`src/rtl/uart_pkg.sv`:
```
// uart_pkg: shared UART timing constants, divisor type and divisor calculation
package uart_pkg;
    localparam int UART_INCLK_FREQ = 50_000_000;
    localparam int UART_DEF_BAUD   = 115200;
    localparam int UART_OVERSAMPLE = 16;
    localparam int UART_DIV_WIDTH  = 16;
    typedef logic [UART_DIV_WIDTH-1:0] uart_div_t;
    function automatic int div_calc(input int freq, input int baud, input int os);
        return freq / (baud * os);
    endfunction
endpackage

```
`src/rtl/uart_baud_gen_if.sv`:
```
// uart_baud_gen_if: control and timing strobes between the baud generator and its UART clients
interface uart_baud_gen_if import uart_pkg::*; #(parameter int DivWidth = UART_DIV_WIDTH);
    logic                en;
    logic [DivWidth-1:0] div_in;
    logic                div_load;
    logic                rx_sync;
    logic                tx_tick;
    logic                rx_tick;
    logic                rx_mid;
    logic                oclk;
    logic [DivWidth-1:0] baud_div;
    logic                div_err;
    modport master (
        output en, div_in, div_load, rx_sync,
        input  tx_tick, rx_tick, rx_mid, oclk, baud_div, div_err
    );
    modport slave (
        input  en, div_in, div_load, rx_sync,
        output tx_tick, rx_tick, rx_mid, oclk, baud_div, div_err
    );
endinterface

```
`src/rtl/uart_prescaler.sv`:
```
// uart_prescaler: divide-by-(lim+1) counter feeding a modulo-Oversample phase counter
module uart_prescaler import uart_pkg::*; #(
    parameter  int DivWidth   = UART_DIV_WIDTH,
    parameter  int Oversample = UART_OVERSAMPLE,
    localparam int PhW        = $clog2(Oversample)
) (
    input  logic                clk,
    input  logic                rst_n,
    input  logic                en,
    input  logic                clr,
    input  logic [DivWidth-1:0] lim,
    output logic                wrap,
    output logic [PhW-1:0]      ph
);
    logic [DivWidth-1:0] cnt;
    assign wrap = en & (cnt == lim);
    always_ff @(posedge clk or negedge rst_n) begin
        if (!rst_n) begin
            cnt <= '0;
            ph  <= '0;
        end else begin
            cnt <= (clr | ~en | wrap) ? '0 : cnt + 1'b1;
            ph  <= (clr | ~en) ? '0 : wrap ? ((ph == PhW'(Oversample - 1)) ? '0 : ph + 1'b1) : ph;
        end
    end
endmodule

```
`src/rtl/uart_baud_gen.sv`:
```
// uart_baud_gen: loadable-divisor UART timebase with TX/RX ticks, RX mid-bit strobe and square bit clock
module uart_baud_gen import uart_pkg::*; #(
    parameter int InclkFreq  = UART_INCLK_FREQ,
    parameter int BandRate   = UART_DEF_BAUD,
    parameter int Oversample = UART_OVERSAMPLE,
    parameter int DivWidth   = UART_DIV_WIDTH,
    parameter int DefDiv     = div_calc(InclkFreq, BandRate, Oversample)
) (
    input  logic            clk,
    input  logic            rst_n,
    uart_baud_gen_if.slave  bus
);
    localparam int PhW = $clog2(Oversample);
    logic [DivWidth-1:0] d;
    logic [DivWidth-1:0] lim;
    logic                load_ok;
    logic                tx_wrap;
    logic                rx_wrap;
    logic [PhW-1:0]      tx_ph;
    logic [PhW-1:0]      rx_ph;
    logic                oclk_q;
    logic                err_q;
    assign load_ok      = bus.div_load & (bus.div_in >= DivWidth'(2));
    assign lim          = d - 1'b1;
    assign bus.baud_div = d;
    assign bus.oclk     = oclk_q;
    assign bus.div_err  = err_q;
    assign bus.tx_tick  = tx_wrap & (tx_ph == PhW'(Oversample - 1));
    assign bus.rx_tick  = rx_wrap;
    assign bus.rx_mid   = rx_wrap & (rx_ph == PhW'(Oversample / 2 - 1));
    uart_prescaler #(.DivWidth(DivWidth), .Oversample(Oversample)) u_tx (
        .clk  (clk),
        .rst_n(rst_n),
        .en   (bus.en),
        .clr  (load_ok),
        .lim  (lim),
        .wrap (tx_wrap),
        .ph   (tx_ph)
    );
    // an accepted load clears everything, which already covers the rx_sync restart
    uart_prescaler #(.DivWidth(DivWidth), .Oversample(Oversample)) u_rx (
        .clk  (clk),
        .rst_n(rst_n),
        .en   (bus.en),
        .clr  (load_ok | bus.rx_sync),
        .lim  (lim),
        .wrap (rx_wrap),
        .ph   (rx_ph)
    );
    always_ff @(posedge clk or negedge rst_n) begin
        if (!rst_n) begin
            d      <= DivWidth'(DefDiv);
            oclk_q <= 1'b0;
            err_q  <= 1'b0;
        end else begin
            d      <= load_ok ? bus.div_in : d;
            err_q  <= bus.div_load & ~load_ok;
            oclk_q <= (~bus.en | load_ok) ? 1'b0 :
                      (tx_wrap & ((tx_ph == PhW'(Oversample / 2 - 1)) | (tx_ph == PhW'(Oversample - 1)))) ? ~oclk_q : oclk_q;
        end
    end
endmodule

```
`src/flat_wrapper.sv`:
```
// flat-port wrapper written by rule: the top's interface ports become plain ports
module uart_baud_gen_flat import uart_pkg::*;
#(
    parameter int InclkFreq  = UART_INCLK_FREQ,
    parameter int BandRate   = UART_DEF_BAUD,
    parameter int Oversample = UART_OVERSAMPLE,
    parameter int DivWidth   = UART_DIV_WIDTH,
    parameter int DefDiv     = div_calc(InclkFreq, BandRate, Oversample)
)
  (clk, rst_n, bus_en, bus_div_in, bus_div_load, bus_rx_sync, bus_tx_tick, bus_rx_tick, bus_rx_mid, bus_oclk, bus_baud_div, bus_div_err);
  uart_baud_gen_if #(.DivWidth(DivWidth)) bus_i ();
  input  logic clk;
  input  logic rst_n;
  input wire logic [$bits(bus_i.en)-1:0] bus_en;
  input wire logic [$bits(bus_i.div_in)-1:0] bus_div_in;
  input wire logic [$bits(bus_i.div_load)-1:0] bus_div_load;
  input wire logic [$bits(bus_i.rx_sync)-1:0] bus_rx_sync;
  output wire logic [$bits(bus_i.tx_tick)-1:0] bus_tx_tick;
  output wire logic [$bits(bus_i.rx_tick)-1:0] bus_rx_tick;
  output wire logic [$bits(bus_i.rx_mid)-1:0] bus_rx_mid;
  output wire logic [$bits(bus_i.oclk)-1:0] bus_oclk;
  output wire logic [$bits(bus_i.baud_div)-1:0] bus_baud_div;
  output wire logic [$bits(bus_i.div_err)-1:0] bus_div_err;
  assign bus_i.en = bus_en;
  assign bus_i.div_in = bus_div_in;
  assign bus_i.div_load = bus_div_load;
  assign bus_i.rx_sync = bus_rx_sync;
  assign bus_tx_tick = bus_i.tx_tick;
  assign bus_rx_tick = bus_i.rx_tick;
  assign bus_rx_mid = bus_i.rx_mid;
  assign bus_oclk = bus_i.oclk;
  assign bus_baud_div = bus_i.baud_div;
  assign bus_div_err = bus_i.div_err;
  uart_baud_gen #(.InclkFreq(InclkFreq), .BandRate(BandRate), .Oversample(Oversample), .DivWidth(DivWidth), .DefDiv(DefDiv)) u_core (.clk(clk), .rst_n(rst_n), .bus(bus_i));
endmodule
```
`config.mk`:
```
export PLATFORM = sky130hd
export DESIGN_NAME = uart_baud_gen_flat
export DESIGN_NICKNAME = d
export VERILOG_FILES = /design/src/rtl/uart_pkg.sv /design/src/rtl/uart_baud_gen_if.sv /design/src/rtl/uart_prescaler.sv /design/src/rtl/uart_baud_gen.sv /design/src/flat_wrapper.sv
export SDC_FILE = /design/constraint.sdc
export NUM_CORES = 1
export LEC_CHECK = 0
export ABC_AREA = 1
export BUFFER_PORTS_ARGS = -buffer_cell sky130_fd_sc_hd__buf_2
export CAP_MARGIN = 15
export CORE_MARGIN = 2
export CORE_UTILIZATION = 52
export CTS_CLUSTER_SIZE = 24
export DETAILED_ROUTE_END_ITERATION = 6
export PLACE_DENSITY = 0.76
export SLEW_MARGIN = 20
export SYNTH_ARGS = -nofsm -noshare
export SYNTH_HDL_FRONTEND = slang
export SYNTH_SLANG_ARGS = --single-unit
```
`constraint.sdc`:
```
create_clock -name clk -period 3.4 [get_ports clk]
set_input_delay 0.85 -clock clk [delete_from_list [all_inputs] [get_ports clk]]
set_output_delay 0.85 -clock clk [all_outputs]
set_load 0.1 [all_outputs]
```
==> flow_metrics.env <==
export IMPL_ys_warn_count=0
export IMPL_muxShareOfSynthArea=0
export IMPL_pwr_share_comb=0.211
export IMPL_grt_max_degree=33
export IMPL_min_period_over_period=1.026
export IMPL_maxCapViolations=0
export IMPL_r2r_end="u_core.u_rx.ph[3]"
export IMPL_violations="negative setup slack"
export IMPL_coreArea_mm2=0.007292
export IMPL_min_path_type="reg -> reg"
export IMPL_synth_area_per_cell_um2=6.778
export IMPL_diodes=0
export IMPL_status="finished, violations left"
export IMPL_synthAdderAreaFrac=0.01597
export IMPL_drive_gt1_frac=0.2059
export IMPL_dr_pass1_iters=5
export IMPL_yosys_area_top_type="dfrtp_1"
export IMPL_arrival_ps=2640
export IMPL_path_clk_slew_ps=70
export IMPL_place_gp_congestion=0.8895
export IMPL_clk_insertion_delay_late_ps=340
export IMPL_hpwl_mm=7.673
export IMPL_worstSetupPathType="reg -> out"
export IMPL_clk_path_buf_depth=2
export IMPL_synth_top_area_frac=0.3449
export IMPL_worst_slew_pin_slew_ps=757.3
export IMPL_wl_mm=10.08
export IMPL_crit_path_start_kind="register"
export IMPL_placed_cells=715
export IMPL_cp_required_ps=2550
export IMPL_hold_viol=0
export IMPL_reg2reg_from="u_core.bus.baud_div[1]"
export IMPL_finalClockSkew_ps=11.04
export IMPL_syn_num_nets=604
export IMPL_synth_compound_area_frac=0.03641
export IMPL_final_common_cell="nand2_1"
export IMPL_nNetsFinal=667
export IMPL_portBuffers=41
export IMPL_cts_buffers=9
export IMPL_setup_violations=3
export IMPL_synthToLayoutAreaGrowth_pct=19.29
export IMPL_critPathMaxStageDelay_ps=650
export IMPL_die_area_mm2=0.008244
export IMPL_dieHeight_um=90.80
export IMPL_nFillCells=684
export IMPL_grt_usage=0.2590
export IMPL_synth_area_top_cells="dfrtp_1, nand2_1, nand3_1"
export IMPL_clock_sinks=58
export IMPL_powerDensity_mw_per_mm2=382.9
export IMPL_layout_cells_non_filler=745
export IMPL_fin_crit_ps=3487
export IMPL_synthXorXnorAreaFrac=0.05174
export IMPL_first_global_vias=3698
export IMPL_cts_root_buffer="clkbuf_8"
export IMPL_synth_top_family_by_area="simple AND/OR/NAND/NOR gates"
export IMPL_avgViaCountPerCell=5.204
export IMPL_io_pins=42
export IMPL_postSynthCellCount=578
export IMPL_vias=3877
export IMPL_p_leak_nw=2.273
export IMPL_yosysSeqAreaShare=0.3718
export IMPL_hold_depth=1
export IMPL_grt_antenna_before_repair=0
export IMPL_grt_pass1_wl_mm=17.02
export IMPL_crit_buf_inv=2
export IMPL_fp_dieW_um=90.80
export IMPL_cp_top_family="simple AND/OR/NAND/NOR gates"
export IMPL_num_rows=31
export IMPL_start_util=0.5372
export IMPL_fin_setup_tns_ps=-120.6
export IMPL_seq_area_mm2=0.001474
export IMPL_synthDistinctLibCells=30
export IMPL_final_util=0.6409
export IMPL_p_clk_frac=0.373
export IMPL_pwr_share_seq=0.416
export IMPL_peakVddDrop_uv=248.8
export IMPL_route_detailed_wl_per_inst_um=13.53
export IMPL_cts_htree_levels=3
export IMPL_cts_tree="done"
export IMPL_p_int_w=0.001211
export IMPL_ys_seq_elements=58
export IMPL_rrSetupSlack_ps=240
export IMPL_multi_input_area_mm2=0.002226
export IMPL_slew_headroom=0.4951
export IMPL_setup_ws_ps=-87.39
export IMPL_hold_end="u_core.u_rx.cnt[0]"
export IMPL_synth_area_mm2=0.003918
export IMPL_drt_iter0_markers=298
export IMPL_switchingPower_w=0.0005784
export IMPL_maxSlewViolCount=0
export IMPL_end_kind="primary output"
export IMPL_hold_start="u_core.u_rx.cnt[0]"
export IMPL_p_sw_frac=0.3233
export IMPL_rsz0062_at_grt="true"
export IMPL_path_cells="inv_4, ha_4, xor2_1, nand3_1, nor2_2, nand2_1, nand3b_1, nor2_1, nand3_1, nor2_4, nand3_2, nor2_4, buf_12"
export IMPL_reg2reg_depth=23
export IMPL_worstPathMaxFanout=3
export IMPL_slowest_stage="dfstp_4"
export IMPL_globalRouteOverflowTotal=0
export IMPL_drc=0
export IMPL_final_cell_mix="nand2_1, nor2_1, nand3_1"
export IMPL_ant_nets=0
export IMPL_fmax_mhz=286.7
export IMPL_synth_simple_gate_area_frac=0.4468
Yosys cell counts, drive strengths merged:
| library cell | number |
|---|---|
| xnor2 | 2 |
| clkbuf | 2 |
| nor2 | 127 |
| dfstp | 4 |
| nand4 | 6 |
| a21oi | 19 |
| or2 | 1 |
| nand3b | 4 |
| o21ai | 8 |
| dfrtp | 54 |
| ha | 5 |
| and2 | 1 |
| nand2 | 154 |
| nand3 | 93 |
| inv | 67 |
| xor2 | 16 |
| nor4 | 3 |
| xnor3 | 2 |
| nor3 | 3 |
| buf | 5 |
| a21boi | 1 |
| and3 | 1 |
worst max-delay path by stage:
stage / startpoint / to / cells past startpoint
finish: u_core.bus.baud_div[1] / bus_rx_mid / 13
global route: u_core.bus.baud_div[1] / bus_rx_mid / 13
CTS: u_core.bus.baud_div[1] / bus_rx_mid / 13
detailed placement: bus_en / bus_rx_mid / 12
global placement: u_core.bus.baud_div[0] / bus_tx_tick / 15
floorplan: u_core.bus.baud_div[0] / bus_rx_mid / 12
metal layers:
layer | global-route usage | vias to the layer above | wire, um
li1 | - | 1959 | -
met3 | 0.04508 | 18 | 429
met5 | 0 | - | 0
met4 | 0.07828 | 0 | 146
met1 | 0.3308 | 1798 | 4555
met2 | 0.4490 | 102 | 4946
registers in the layout, indices dropped and copies added, names as in the netlist:
register / count
u_core.bus.baud_div: 16
u_core.bus.div_err: 1
u_core.bus.oclk: 1
u_core.u_rx.cnt: 16
u_core.u_rx.ph: 4
u_core.u_tx.cnt: 16
u_core.u_tx.ph: 4
power by group through the flow:
stage                     logic (W)  clock network [W]  registers (W)
after CTS                  0.000374           0.000678       0.000744
final                      0.000377           0.000667       0.000745
after detailed placement   0.000352                  0       0.000758
after floorplan            0.000144                  0       0.000880
after global placement     0.000349                  0       0.000758
after global routing       0.000409           0.000701       0.000748
kinds of logic after synthesis:
kind of cell	Yosys count
adders and majority gates	5
xor gates and xnor gates	20
and+or+nand+nor	393
DFF	58
AOI/OAI and AO/OA	28
buffers and inverters	74
repair_timing:
item,CTS,global route
pin swaps,7,3
endpoints found under the setup margin,3,3
hold buffers,0,0
gates resized for setup,5,1
buffers inserted,11,3
stage by stage:
step           total power (W)  hold slack, ps  setup WS, ps  cell area (um^2)
2_1_floorplan         0.001023           456.8        -549.3              3988
3_3_place_gp          0.001108           489.0         247.9              4340
3_5_place_dp          0.001110           489.3         194.8              4340
4_1_cts               0.001797           503.0        -60.31              4643
5_1_grt               0.001859           534.2        -238.1              4673
6_report              0.001789           499.7        -87.39              4673
area by class of cell:
cell class,count,area share
clock buffers,14,0.03695
clock inverters,2,0.007497
inverters,67,0.05489
multi-input cells,446,0.4763
flip-flops and latches,58,0.3154
well taps,99,0.02651
repair buffers,59,0.08246
No activity file was read; power rests on OpenSTA's default activity.
